File: src/rtl/mips_ctrl_pkg.sv
// Shared encodings for the multicycle MIPS control unit: state codes, opcodes,
// ALU/PC select encodings and the control-word payload.
package mips_ctrl_pkg;

  localparam int unsigned STATE_W  = 4;
  localparam int unsigned OPCODE_W = 6;
  localparam int unsigned SEL_W    = 2;

  localparam logic [STATE_W-1:0] ST_FETCH     = 4'd0;
  localparam logic [STATE_W-1:0] ST_DECODE    = 4'd1;
  localparam logic [STATE_W-1:0] ST_MEM_ADDR  = 4'd2;
  localparam logic [STATE_W-1:0] ST_MEM_READ  = 4'd3;
  localparam logic [STATE_W-1:0] ST_MEM_WB    = 4'd4;
  localparam logic [STATE_W-1:0] ST_MEM_WRITE = 4'd5;
  localparam logic [STATE_W-1:0] ST_EXECUTE   = 4'd6;
  localparam logic [STATE_W-1:0] ST_R_WB      = 4'd7;
  localparam logic [STATE_W-1:0] ST_BRANCH    = 4'd8;
  localparam logic [STATE_W-1:0] ST_JUMP      = 4'd9;
  localparam logic [STATE_W-1:0] ST_ADDI_EXEC = 4'd10;
  localparam logic [STATE_W-1:0] ST_ADDI_WB   = 4'd11;

  typedef enum logic [STATE_W-1:0] {
    S_FETCH     = ST_FETCH,
    S_DECODE    = ST_DECODE,
    S_MEM_ADDR  = ST_MEM_ADDR,
    S_MEM_READ  = ST_MEM_READ,
    S_MEM_WB    = ST_MEM_WB,
    S_MEM_WRITE = ST_MEM_WRITE,
    S_EXECUTE   = ST_EXECUTE,
    S_R_WB      = ST_R_WB,
    S_BRANCH    = ST_BRANCH,
    S_JUMP      = ST_JUMP,
    S_ADDI_EXEC = ST_ADDI_EXEC,
    S_ADDI_WB   = ST_ADDI_WB
  } state_e;

  localparam logic [OPCODE_W-1:0] OP_RTYPE = 6'b000000;
  localparam logic [OPCODE_W-1:0] OP_LW    = 6'b100011;
  localparam logic [OPCODE_W-1:0] OP_SW    = 6'b101011;
  localparam logic [OPCODE_W-1:0] OP_BEQ   = 6'b000100;
  localparam logic [OPCODE_W-1:0] OP_J     = 6'b000010;
  localparam logic [OPCODE_W-1:0] OP_ADDI  = 6'b001000;

  localparam logic [SEL_W-1:0] ALU_ADD   = 2'd0;
  localparam logic [SEL_W-1:0] ALU_SUB   = 2'd1;
  localparam logic [SEL_W-1:0] ALU_FUNCT = 2'd2;
  localparam logic [SEL_W-1:0] ALU_ADDI  = 2'd3;

  localparam logic [SEL_W-1:0] SRCB_REG    = 2'd0;
  localparam logic [SEL_W-1:0] SRCB_FOUR   = 2'd1;
  localparam logic [SEL_W-1:0] SRCB_IMM    = 2'd2;
  localparam logic [SEL_W-1:0] SRCB_IMM_SH = 2'd3;

  localparam logic [SEL_W-1:0] PCSRC_ALU    = 2'd0;
  localparam logic [SEL_W-1:0] PCSRC_ALUOUT = 2'd1;
  localparam logic [SEL_W-1:0] PCSRC_JUMP   = 2'd2;

  typedef struct packed {
    logic             pc_write;
    logic             pc_write_cond;
    logic             ior_d;
    logic             mem_read;
    logic             mem_write;
    logic             ir_write;
    logic             mem_to_reg;
    logic             reg_write;
    logic             reg_dst;
    logic             alu_src_a;
    logic             ab_write;
    logic [SEL_W-1:0] alu_src_b;
    logic [SEL_W-1:0] alu_op;
    logic [SEL_W-1:0] pc_source;
    logic             illegal_op;
  } ctrl_t;

  // Opcodes that DECODE can dispatch; everything else is reported as illegal.
  function automatic logic op_is_legal(input logic [OPCODE_W-1:0] op);
    logic legal;
    legal = (op == OP_LW) || (op == OP_SW) || (op == OP_RTYPE) ||
            (op == OP_BEQ) || (op == OP_J);
`ifdef IMM_ARITH_EN
    legal = legal || (op == OP_ADDI);
`endif
    return legal;
  endfunction

endpackage

File: src/rtl/multicycle_control_decode.sv
// Combinational state-to-control decoder; FETCH enables are qualified by mem_ready.
// ADDI states decode only when IMM_ARITH_EN is defined.
module multicycle_control_decode
  import mips_ctrl_pkg::*;
(
  input  state_e                state,
  input  logic [OPCODE_W-1:0]   opcode,
  input  logic                  mem_ready,
  output ctrl_t                 ctrl_c
);

  always_comb begin
    ctrl_c = '0;
    case (state)
      S_FETCH: begin
        ctrl_c.mem_read  = 1'b1;
        ctrl_c.alu_src_b = SRCB_FOUR;
        ctrl_c.alu_op    = ALU_ADD;
        ctrl_c.pc_source = PCSRC_ALU;
        ctrl_c.ir_write  = mem_ready;
        ctrl_c.pc_write  = mem_ready;
      end
      S_DECODE: begin
        ctrl_c.ab_write   = 1'b1;
        ctrl_c.alu_src_b  = SRCB_IMM_SH;
        ctrl_c.alu_op     = ALU_ADD;
        ctrl_c.illegal_op = ~op_is_legal(opcode);
      end
      S_MEM_ADDR: begin
        ctrl_c.alu_src_a = 1'b1;
        ctrl_c.alu_src_b = SRCB_IMM;
        ctrl_c.alu_op    = ALU_ADD;
      end
      S_MEM_READ: begin
        ctrl_c.mem_read = 1'b1;
        ctrl_c.ior_d    = 1'b1;
      end
      S_MEM_WB: begin
        ctrl_c.reg_write  = 1'b1;
        ctrl_c.mem_to_reg = 1'b1;
      end
      S_MEM_WRITE: begin
        ctrl_c.mem_write = 1'b1;
        ctrl_c.ior_d     = 1'b1;
      end
      S_EXECUTE: begin
        ctrl_c.alu_src_a = 1'b1;
        ctrl_c.alu_src_b = SRCB_REG;
        ctrl_c.alu_op    = ALU_FUNCT;
      end
      S_R_WB: begin
        ctrl_c.reg_write = 1'b1;
        ctrl_c.reg_dst   = 1'b1;
      end
      S_BRANCH: begin
        ctrl_c.alu_src_a     = 1'b1;
        ctrl_c.alu_src_b     = SRCB_REG;
        ctrl_c.alu_op        = ALU_SUB;
        ctrl_c.pc_write_cond = 1'b1;
        ctrl_c.pc_source     = PCSRC_ALUOUT;
      end
      S_JUMP: begin
        ctrl_c.pc_write  = 1'b1;
        ctrl_c.pc_source = PCSRC_JUMP;
      end
`ifdef IMM_ARITH_EN
      S_ADDI_EXEC: begin
        ctrl_c.alu_src_a = 1'b1;
        ctrl_c.alu_src_b = SRCB_IMM;
        ctrl_c.alu_op    = ALU_ADDI;
      end
      S_ADDI_WB: begin
        ctrl_c.reg_write = 1'b1;
      end
`endif
      default: ctrl_c = '0;
    endcase
  end

endmodule

File: src/rtl/multicycle_control.sv
// Multicycle MIPS control unit: state register, next-state logic and reset gating.
// Optional macro IMM_ARITH_EN adds the addi path (ADDI_EXEC/ADDI_WB).
module multicycle_control
  import mips_ctrl_pkg::*;
(
  input  logic                 clk,
  input  logic                 reset,
  input  logic [OPCODE_W-1:0]  opcode,
  input  logic                 mem_ready,
  output logic                 pc_write,
  output logic                 pc_write_cond,
  output logic                 ior_d,
  output logic                 mem_read,
  output logic                 mem_write,
  output logic                 ir_write,
  output logic                 mem_to_reg,
  output logic                 reg_write,
  output logic                 reg_dst,
  output logic                 alu_src_a,
  output logic                 ab_write,
  output logic [SEL_W-1:0]     alu_src_b,
  output logic [SEL_W-1:0]     alu_op,
  output logic [SEL_W-1:0]     pc_source,
  output logic [STATE_W-1:0]   state,
  output logic                 illegal_op
);

  state_e state_q, state_d;
  logic   is_store_q;
  ctrl_t  ctrl_c, ctrl_g;

  // Load/store direction is captured in DECODE so opcode is not needed later.
  always_ff @(posedge clk) begin
    if (reset) begin
      state_q    <= S_FETCH;
      is_store_q <= 1'b0;
    end else begin
      state_q <= state_d;
      if (state_q == S_DECODE) is_store_q <= (opcode == OP_SW);
    end
  end

  always_comb begin
    state_d = S_FETCH;
    case (state_q)
      S_FETCH:     state_d = mem_ready ? S_DECODE : S_FETCH;
      S_DECODE: begin
        case (opcode)
          OP_LW, OP_SW: state_d = S_MEM_ADDR;
          OP_RTYPE:     state_d = S_EXECUTE;
          OP_BEQ:       state_d = S_BRANCH;
          OP_J:         state_d = S_JUMP;
`ifdef IMM_ARITH_EN
          OP_ADDI:      state_d = S_ADDI_EXEC;
`endif
          default:      state_d = S_FETCH;
        endcase
      end
      S_MEM_ADDR:  state_d = is_store_q ? S_MEM_WRITE : S_MEM_READ;
      S_MEM_READ:  state_d = mem_ready ? S_MEM_WB : S_MEM_READ;
      S_MEM_WRITE: state_d = mem_ready ? S_FETCH : S_MEM_WRITE;
      S_EXECUTE:   state_d = S_R_WB;
`ifdef IMM_ARITH_EN
      S_ADDI_EXEC: state_d = S_ADDI_WB;
`endif
      default:     state_d = S_FETCH;
    endcase
  end

  multicycle_control_decode u_decode (
    .state     (state_q),
    .opcode    (opcode),
    .mem_ready (mem_ready),
    .ctrl_c    (ctrl_c)
  );

  // Reset masks every output immediately so no write can slip out before the edge.
  assign ctrl_g = reset ? '0 : ctrl_c;

  assign pc_write      = ctrl_g.pc_write;
  assign pc_write_cond = ctrl_g.pc_write_cond;
  assign ior_d         = ctrl_g.ior_d;
  assign mem_read      = ctrl_g.mem_read;
  assign mem_write     = ctrl_g.mem_write;
  assign ir_write      = ctrl_g.ir_write;
  assign mem_to_reg    = ctrl_g.mem_to_reg;
  assign reg_write     = ctrl_g.reg_write;
  assign reg_dst       = ctrl_g.reg_dst;
  assign alu_src_a     = ctrl_g.alu_src_a;
  assign ab_write      = ctrl_g.ab_write;
  assign alu_src_b     = ctrl_g.alu_src_b;
  assign alu_op        = ctrl_g.alu_op;
  assign pc_source     = ctrl_g.pc_source;
  assign illegal_op    = ctrl_g.illegal_op;
  assign state         = reset ? '0 : STATE_W'(state_q);

endmodule
File: config.mk
export PLATFORM = sky130hd
export DESIGN_NAME = multicycle_control
export DESIGN_NICKNAME = d
export VERILOG_FILES = /design/src/rtl/mips_ctrl_pkg.sv /design/src/rtl/multicycle_control_decode.sv /design/src/rtl/multicycle_control.sv
export SDC_FILE = /design/constraint.sdc
export NUM_CORES = 1
export LEC_CHECK = 0
export ABC_AREA = 0
export CORE_UTILIZATION = 25
export CTS_CLUSTER_SIZE = 10
export DETAILED_ROUTE_END_ITERATION = 10
export PLACE_DENSITY = 0.58
export SLEW_MARGIN = 40
export SYNTH_ARGS = -nofsm -noshare
export SYNTH_HDL_FRONTEND = slang
export SYNTH_SLANG_ARGS = --single-unit
File: constraint.sdc
create_clock -name clk -period 4.11 [get_ports clk]
set_clock_uncertainty 0.15 [all_clocks]
set_input_delay 1.233 -clock clk [delete_from_list [all_inputs] [get_ports clk]]
set_output_delay 1.233 -clock clk [all_outputs]
set_load 0.01 [all_outputs]
**Word level (Yosys, flattened, before mapping)**

Cells that the tools add are included.

- Add/subtract/negate cells: 0
- $mul: 0
- Divide/modulo/power cells: 0
- $lt $le $gt $ge: 0
- Equal/unequal tests: 13
- Shifts and indexed selects: 0
- Mux-type cells: 22
- Bitwise operators: 1
- Reductions and logical operators: 11

Operator list:

| kind | number |
|---|---|
| case mux 4 bit (6 select lines) | 1 |
| case mux 4 bit (5 select lines) | 1 |
| two-way mux 18 bit | 1 |
| == test 4 x 3 -> 1 bit, second input constant | 4 |
| case mux 4 bit (4 select lines) | 1 |
| == test 6 bit, second input constant | 2 |
| two-way mux 1 bit | 12 |
| two-way mux 3 bit | 3 |
| == test 4 x 2 -> 1 bit, second input constant | 2 |
| == test 4 bit, second input constant | 2 |
| OR reduction 2 bit | 4 |
| == test 6 x 2 -> 1 bit, second input constant | 1 |
| == test 6 x 3 -> 1 bit, second input constant | 1 |
| zero test 6 bit | 1 |
| == test 4 x 1 -> 1 bit, second input constant | 1 |
| zero test 4 bit | 1 |
| logical OR 1 bit | 4 |
| two-way mux 4 bit | 1 |
| case mux 2 bit (2 select lines) | 1 |
| OR reduction 3 bit | 1 |
| case mux 1 bit (2 select lines) | 1 |
| NOT 1 bit | 1 |

- Bits in registers: 5
- Bits in latches: 0
- Bits in writable memories: 0
- Memory bits (read-only): 0
- Bits of input ports: 9
- Output and inout port bits: 22
- Logic and storage cells: 49
- Memories kept: 0

**Logic depth before layout (Yosys ltp)**

Gate-level depths: netlist (run 1).

- Word-level depth: 8
- Depth in mapped cells: 5
- Gate-level depth less buffers: 3

**By module**

From an unflattened synthesis (run 1), not the netlist that was laid out.

- Cells, all modules: 98
- Area total of the unflattened synthesis: 737.0 µm²

Modules (own cells, without submodules):

| module | instances | cells an instance | area each (µm²) | sequential area each (µm²) |
|---|---|---|---|---|
| multicycle_control | 1 | 62 | 505.5 | 100.1 |
| multicycle_control_decode | 1 | 36 | 231.5 | 0.0 |

**Worst setup path after synthesis (run 1)**

Ideal clock, no wire load.

- Kind: input port to output port
- Start point: input reset
- End point: output pc_source[0]
- Data arrival time: 2253 ps
- Required time: 2727 ps
- Path slack: 474 ps
- Cell stages on the path: 5
- Path buffers: 2
- Path through: buf_2 nor2b_1 nand2_1 nor3_1 buf_4

- Word-level cells in the longest chain between the ends: 1

RTL lines:

| element | line | source |
|---|---|---|
| from (decl) | multicycle_control.sv:7 | `input logic reset,` |
| two-way mux 18 bit | multicycle_control.sv:78 | `assign ctrl_g = reset ? '0 : ctrl_c;` |
| to (decl) | multicycle_control.sv:23 | `output logic [SEL_W-1:0] pc_source,` |

Every way passes these cells.

**Final worst setup path (run 1)**

- Start point: input reset
- End point: output state[0]

- Word-level cells in the longest chain between the ends: 1

RTL lines:

| element | line | source |
|---|---|---|
| two-way mux 4 bit | multicycle_control.sv:95 | `assign state = reset ? '0 : STATE_W'(state_q);` |
| to (decl) | multicycle_control.sv:24 | `output logic [STATE_W-1:0] state,` |

Every way passes these cells.

==> results of run 1 <==
worst reg2reg max path: cells and delay by family (launching register included):
family / cells / cell delay, ns
compound gates: 1 / 0.26
xor+xnor: 1 / 0.25
flops: 1 / 0.83
simple gates: 1 / 0.20
synth_stat cells (2+ instances only):
cell	n
and3_1	2
nand4_1	2
nor2b_1	4
nand2_1	2
a21oi_1	4
xor2_1	2
nor3_1	6
inv_1	2
dfxtp_1	5
buf_2	4
o21ai_0	4
and3b_1	3
buf_6	3
nor2_1	9
nand2b_1	2
xnor2_1	2
nor3b_1	4
nor4b_4	2
nor4_1	3
placed cells by master, fill, tap and decap left out:
master           instances
a31oi_1                  1
and4_1                   1
xor2_1                   2
nor3b_1                  3
o21ai_0                  4
nor3b_2                  1
or3_4                    1
nor3_2                   1
nor2_4                   1
a221o_1                  1
a21oi_1                  4
or2_2                    1
nor2_1                   9
nor4_2                   1
dlygate4sd2_1           18
nor2b_2                  1
dfxtp_1                  5
and3b_1                  3
and3_1                   2
clkbuf_4                 3
inv_1                    2
nand4_1                  2
a21oi_2                  1
nor2b_1                  3
clkdlybuf4s50_1         12
nand4b_1                 1
nor4_1                   2
nor3_1                   5
nand2_1                  2
buf_4                   15
nand2b_1                 2
o211ai_1                 1
nor4b_4                  2
o311ai_0                 1
clkbuf_1                 1
xnor2_1                  2
o21ai_2                  1
worst max path at each step:
stage          start  slack, ns            end
2_1_floorplan  reset       0.47   pc_source[0]
3_3_place_gp   reset      -0.20  pc_write_cond
3_5_place_dp   reset      -0.18  pc_write_cond
4_1_cts        reset       0.08       state[0]
5_1_grt        reset       0.01      alu_op[1]
6_report       reset        0.1       state[0]
cells by family after synthesis:
logic type             share of synthesized area [%]
AO/OA/AOI/OAI                                  15.10
XOR/XNOR                                       5.871
buffers and inverters                          11.53
flip-flops                                     16.77
AND/OR/NAND/NOR                                50.74
final cells by class:
| type | count | area, sq um | share of cell area, % |
|---|---|---|---|
| tap | 28 | 35.03 | 3.483 |
| clock buffer | 4 | 26.28 | 2.612 |
| timing repair buffer | 45 | 390.4 | 38.81 |
| multi-input combinational | 62 | 446.7 | 44.40 |
| inverter | 2 | 7.507 | 0.7463 |
| sequential | 5 | 100.1 | 9.950 |
sequential cells by signal (all words and copies together), names as in the netlist:
signal / flops
is_store_q: 1
state_q: 4
report_power, final:
part	leakage (nW)	switching (mW)	internal (mW)
registers	0.0405	0.00141	0.0495
logic	0.408	0.0231	0.0285
clock network	0.0150	0.0204	0.0367
timing repair:
item / CTS / global route
pin swaps: 0 / 1
endpoints found under the setup margin: 18 / 1
gates resized for setup: 22 / 0
metal layers:
layer | wire [um] | up-vias | global-route usage, %
li1 | - | 358 | -
met1 | 802 | 306 | 17.74
met2 | 788 | 15 | 23.33
met3 | 44 | 2 | 0.8929
met4 | 17 | 0 | 6.944
met5 | 0 | - | 0
==> out/results.ini, run 1 <==
[clock_network]
cts_sinks = 5
clk_path_buf_depth = 2
cts_buffers = 3
cts_tree = built
cts-htree-levels = 1
ctsHoldBuffers = 0
clk_latency_ns = 0.24
clk_pin_slew_worst_paths_ns = 0.04
root_buffer = clkbuf_4
cts_setup_buffers = 0

[synth]
ys_ff_latch = 5
ys_types = 31
synth_top_area_share_pct = 16.77
synthFlopType = dfxtp_1
synth.net_count = 86
synth_area_sq_um = 596.8
synth.area.top_cells = dfxtp_1, nor4b_4, nor2_1
synth_edf_count = 0
synth.largest_area_cell = dfxtp_1
yosysWarnings = 0
synth_cells = 77
synth_seq_area_share_pct = 16.77
syn_area_per_cell_sq_um = 7.751
synth-async-reset-ratio_pct = 0

[die]
initial_core_util_pct = 26.72
rows = 17
die_h_um = 50.86
io_pins = 31
die_w_um = 50.86
core_area_sq_um = 2233
dieArea_sq_um = 2587

[setup_path]
worst_setup_path_start_kind = input pin
cp_max_fo = 7
critPathRequiredTime_ns = 2.73
endpoint_kind = output port
cp_slowest_cell = clkdlybuf4s50_1
arrival_ns = 2.63
crit_family = buffers and inverters
cp_cell_sequence = clkdlybuf4s50_1 > buf_4 > buf_4 > nor2b_1 > clkdlybuf4s50_1
r2r_slack_ns = 2.31
worstSetupPathType = input pin to output port
cp_slowest_stage_delay_ns = 0.54
r2r_cells = 3
worstReg2RegStart = state_q[1]$_SDFF_PP0_
crit_buf_inv = 4
cp.depth = 5
rr_endpoint = state_q[3]$_SDFF_PP0_

[sta]
setup_violations = 0
fmax_mhz = 249.3
hold_viol_final = 0
post-route-period-util_pct = 97.58
period_needed_ns = 4.010
fin_setup_tns_ns = 0
fin_ws_ns = 0.09956
worst_pin_slew_ns = 0.8001
hold_slack_ns = 0.3365
rsz0062_at_grt = false
drv_slew = 0
slew_headroom_pct = 46.59

[global_routing]
grt_first_pass_wirelength_um = 2739
grt_remaining_overflow = 0
antenna_found_initial = 0
grt_max_degree = 21
groute.usage.overall_pct = 13.86
grt_pass1_vias = 646

[pwr]
ir_drop_mv = 0.07913
power_density_nw_per_um2 = 158.6
p_total_uw = 159.6
p_leak_nw = 0.4637

[min_path]
min-delay-start = is_store_q$_SDFFE_PP0N_
hold_path.class = register to register
min_to = is_store_q$_SDFFE_PP0N_
min_path_cells = 2

[placement]
dpl_cell_area_sq_um = 983.4
pre_cts_ws_ns = -0.1817
hpwl_um = 1254
place_inst = 142
port_buffers = 30
gp_congestion = 0.7481

[route]
wire_per_inst_um = 11.31
drc = 0
vias_per_cell = 4.664
ant_nets = 0
vias = 681
drtIter0Drc = 3
first_pass_iters = 3
wl_um = 1651

[finish]
layout.nets = 128
instances_no_fill = 146
layout-drive-gt1-share_pct = 24.58
nFillCells = 241
area_growth_pct = 68.55
fin_area_sq_um = 1006
antenna_cells = 0
post-route-util_pct = 45.04

[run_status]
outcome = complete, no violations

[flow_run]
cap_violations = 0

Power figures use the tool's default switching activity.
==> run 2, diff against run 1 <==
HOLD_SLACK_MARGIN = 0.02   (was default)
REMOVE_ABC_BUFFERS = 1   (was default)
clock period = 4 ns   (was 4.11 ns; I/O delays follow)
==> run 2 against run 1 <==
Total power is 1.4% higher. Core utilization is 0.11 points higher. Wire length is 1.3% lower. Sequential cell count stayed put. Clock power is 0.7% higher. Die area stayed put.
==> out/results.ini, run 2 (synthesis gave the netlist of run 1 again) <==
[global_routing]
groute.usage.overall_pct = 14.53
met1_usage_pct = 17.14
grt_pass1_vias = 662
grt_first_pass_wirelength_um = 2794
grt_max_degree = 21
grt_remaining_overflow = 0
gr-max-usage-layer = met2
met2_usage_pct = 25.11
antenna_found_initial = 0
grtUsageMet3_pct = 3.571

[setup_path]
cp_max_fo = 3
endpoint_kind = output port
worstSetupPathType = input pin to output port
worst_setup_path_start_kind = input pin
arrival_ns = 2.56
r2r_slack_ns = 2.21
critPathRequiredTime_ns = 2.65

[die]
dieArea_sq_um = 2587
rows = 17
core_area_sq_um = 2233
die_h_um = 50.86
io_pins = 31
die_w_um = 50.86
initial_core_util_pct = 26.72

[pwr]
power_density_nw_per_um2 = 160.4
p_leak_nw = 0.4848
ir_drop_mv = 0.08828

[sta]
hold_viol_final = 0
drv_slew = 0
worst_pin_slew_ns = 0.7520
slew_headroom_pct = 49.80
fin_ws_ns = 0.08692
period_needed_ns = 3.913
fmax_mhz = 255.6
rsz0062_at_grt = false
post-route-period-util_pct = 97.83
setup_violations = 0

[route]
drtIter0Drc = 12
wire_per_inst_um = 11.24
vias_per_cell = 4.793
ant_nets = 0
vias = 695
first_pass_iters = 4
drc = 0
wl_um = 1630

[finish]
largest_reg_flops = 4
seq_area_sq_um = 100.1
layout.nets = 127
top_regs = state_q: 4 flops, is_store_q: 1 flops
nFillCells = 243
instances_no_fill = 145
multiInputGateArea_sq_um = 449.2
layout_commonest_cell = dlygate4sd2_1
antenna_cells = 0
area_growth_pct = 68.97
layout-drive-gt1-share_pct = 23.93
largest_register = state_q
final_cell_mix = dlygate4sd2_1, buf_4, clkdlybuf4s50_1

[clock_network]
ctsHoldBuffers = 0
cts_tree = built
cts_buffers = 3
clk_pin_slew_worst_paths_ns = 0.04
cts_sinks = 5
cts-htree-levels = 1
clk_path_buf_depth = 2
clk_latency_ns = 0.24
root_buffer = clkbuf_4

[placement]
port_buffers = 30
gp_congestion = 0.7728
pre_cts_ws_ns = -0.2042
place_inst = 141
hpwl_um = 1269

[flow_run]
cap_violations = 0

[min_path]
hold_path.class = register to register

[run_status]
outcome = complete, no violations

run 2: cell type report:
type | count | share of cell area [%]
multi-input cells | 62 | 44.54
repair buffers | 44 | 38.71
flip-flops and latches | 5 | 9.926
well taps | 28 | 3.474
clock buffers | 4 | 2.605
inverters | 2 | 0.7444
run 2: what timing repair did:
action | 4_1_cts | 5_1_grt
setup endpoints to repair | 16 | 3
buffers inserted | 0 | 0
pin swaps | 1 | 0
gates resized for setup | 19 | 3
run 2: worst paths after layout:
check | from | end | cells past startpoint
worst max-delay path | opcode[5] | illegal_op | 5
worst min-delay path | is_store_q$_SDFFE_PP0N_ | is_store_q$_SDFFE_PP0N_ | 2
worst max register to register | state_q[1]$_SDFF_PP0_ | state_q[3]$_SDFF_PP0_ | 3
worst min register to register | is_store_q$_SDFFE_PP0N_ | is_store_q$_SDFFE_PP0N_ | 2
run 2: critical path, cell delays in order:
cell             delay [ns]
clkdlybuf4s50_1        0.46
nor4_2                 0.32
o21ai_0                0.14
and3b_1                0.17
dlygate4sd2_1          0.28
run 2: power breakdown:
part,internal [mW],total (mW),leakage [nW],switching [mW]
sequential,0.0508,0.0536,0.0405,0.00280
clock,0.0377,0.0575,0.0150,0.0199
combinational,0.0289,0.0506,0.429,0.0217
run 2: per-stage QoR:
stage / hold slack (ns) / TNS, ns / instance area [sq um] / utilization [%] / power, mW
finish: 0.3259 / 0 / 1008 / 45.15 / 0.1618
global route: 0.3671 / 0 / 1008 / 45.15 / 0.1755
CTS: 0.3279 / 0 / 998.5 / 44.71 / 0.1644
detailed placement: 0.3194 / -1.564 / 975.9 / 43.70 / 0.1070
global placement: 0.3212 / -1.304 / 975.9 / 43.70 / 0.1066
floorplan: 0.2999 / 0 / 535.5 / - / 0.07487
run 2: per-layer routing:
layer / up-vias / routed length (um)
met1: 318 / 718
met3: 2 / 54
met4: 0 / 19
li1: 359 / -
met2: 16 / 838
met5: - / 0
==> run 3, diff against run 2 <==
CORE_MARGIN = 5   (was default)
CORE_UTILIZATION = 38   (was 25)
PLACE_DENSITY = 0.81   (was 0.58)
==> run 3 against run 2 <==
Sequential power rose by 4%. Core utilization rose by 21 points. First-iteration DRC count fell by 42%. Total power rose by 0.40%. Fmax fell by 1.3%. Critical path depth fell by 1. Global-route usage fell by 0.22 points. Highest routed layer is now met3.
==> out/results.ini, run 3 (synthesis gave the netlist of run 1 again) <==
[route]
wire_per_inst_um = 13.73
first_pass_iters = 4
drtIter0Drc = 7
vias_per_cell = 5.260
vias = 689
ant_nets = 0
drc = 0
wl_um = 1799

[placement]
port_buffers = 30
pre_cts_ws_ns = -0.2587
dpl_cell_area_sq_um = 945.9
place_inst = 127
hpwl_um = 1348
gp_congestion = 0.7160

[pwr]
p_int_uw = 116.3
power_density_nw_per_um2 = 163.5
p_total_uw = 162.4
pwr-share-comb_pct = 30.5
swShare_pct = 28.38
clkPwrFrac_pct = 35.4
p_leak_nw = 0.4714
switchingPower_uw = 46.10
seqPwrFrac_pct = 34.1
ir_drop_mv = 0.09563

[die]
initial_core_util_pct = 39.62
dieArea_sq_um = 2463
core_area_sq_um = 1506
io_pins = 31
rows = 14
die_h_um = 49.63
die_w_um = 49.63

[setup_path]
worstReg2RegStart = state_q[1]$_SDFF_PP0_
worstSetupPathType = input pin to output port
cp_max_fo = 4
r2r_cells = 3
critPathRequiredTime_ns = 2.65
critPathLaunch = reset
worst_setup_path_start_kind = input pin
endpoint_kind = output port
arrival_ns = 2.62
rr_endpoint = state_q[3]$_SDFF_PP0_
r2r_slack_ns = 2.16

[sta]
drv_slew = 0
period_needed_ns = 3.966
fmax_mhz = 252.1
fin_setup_tns_ns = 0
fin_ws_ns = 0.03404
hold_viol_final = 0
hold_slack_ns = 0.3340
setup_violations = 0
worst_pin_slew_ns = 0.7916
post-route-period-util_pct = 99.15
slew_headroom_pct = 47.15

[clock_network]
cts_buffers = 3
ctsHoldBuffers = 0
clk_latency_ns = 0.24
cts_setup_buffers = 0
root_buffer = clkbuf_4
cts_sinks = 5
cts_tree = built
cts-htree-levels = 1
clk_path_buf_depth = 2
clk_pin_slew_worst_paths_ns = 0.04

[finish]
largest_register = state_q
layout.nets = 125
nFillCells = 143
antenna_cells = 0
layout-drive-gt1-share_pct = 25.22
layout_commonest_cell = dlygate4sd2_1
top_regs = state_q: 4 flops, is_store_q: 1 flops
final_cell_mix = dlygate4sd2_1, buf_4, clkdlybuf4s50_1
instances_no_fill = 131
area_growth_pct = 66.46
post-route-util_pct = 65.95
largest_reg_flops = 4
fin_area_sq_um = 993.5

[global_routing]
grt_first_pass_wirelength_um = 2870
groute.usage.overall_pct = 14.30
grt_max_degree = 21
grt_pass1_vias = 687
grt_remaining_overflow = 0
antenna_found_initial = 0

[min_path]
min-delay-start = is_store_q$_SDFFE_PP0N_
hold_path.class = register to register
min_path_cells = 2
min_to = is_store_q$_SDFFE_PP0N_

[run_status]
outcome = complete, no violations

[flow_run]
cap_violations = 0

-- run 3: cell count changes in the layout (fill, tap and decap cells not counted) --
cell	before	now
nor2b_1	4	3
nor4_2	1	0
dlygate4sd2_1	16	15
clkdlybuf4s50_1	12	10
nand2_2	0	1
nor2b_2	0	1
dlymetal6s2s_1	2	3
nor4_4	0	1
nand2_1	2	1
clkdlybuf4s15_1	0	1
buf_4	14	13
-- run 3: power groups by stage --
stage,clock (mW),sequential [mW],combinational [mW]
after floorplan,0,0.0550,0.0199
after global placement,0,0.0559,0.0485
after detailed placement,0,0.0560,0.0498
after CTS,0.0593,0.0552,0.0482
after global routing,0.0660,0.0557,0.0535
final,0.0574,0.0555,0.0496
-- run 3: how the worst max path moves through the flow --
stage	to	slack [ns]	depth (start not counted)
after floorplan	pc_source[0]	0.64	3
after global placement	illegal_op	-0.21	5
after detailed placement	ir_write	-0.26	4
after CTS	illegal_op	0.01	5
after global routing	ir_write	-0.02	4
final	ir_write	0.03	4
-- run 3: timing repair --
action	CTS	global route
endpoints found under the setup margin	16	6
pin swaps	0	2
resized for setup	18	10
-- run 3: final cells by class --
type                    count  area, sq um  share of cell area (%)
flip-flops and latches      5        100.1                   10.08
clock buffers               4        26.28                   2.645
well taps                  16        20.02                   2.015
multi-input cells          62        462.9                   46.60
inverters                   2        7.507                  0.7557
repair buffers             42        376.6                   37.91
-- run 3: metal layers --
layer	up-vias	GRT usage [%]	part of all wire, %
li1	355	-	-
met2	17	24.36	52
met4	0	3.930	0
met1	317	17.51	44
met5	-	0	0
met3	0	3.614	4.5
-- run 3: worst max-delay path, cell delays in order --
cell	delay, ns
clkdlybuf4s50_1	0.45
or3_4	0.39
nor4b_4	0.28
clkdlybuf4s15_1	0.28
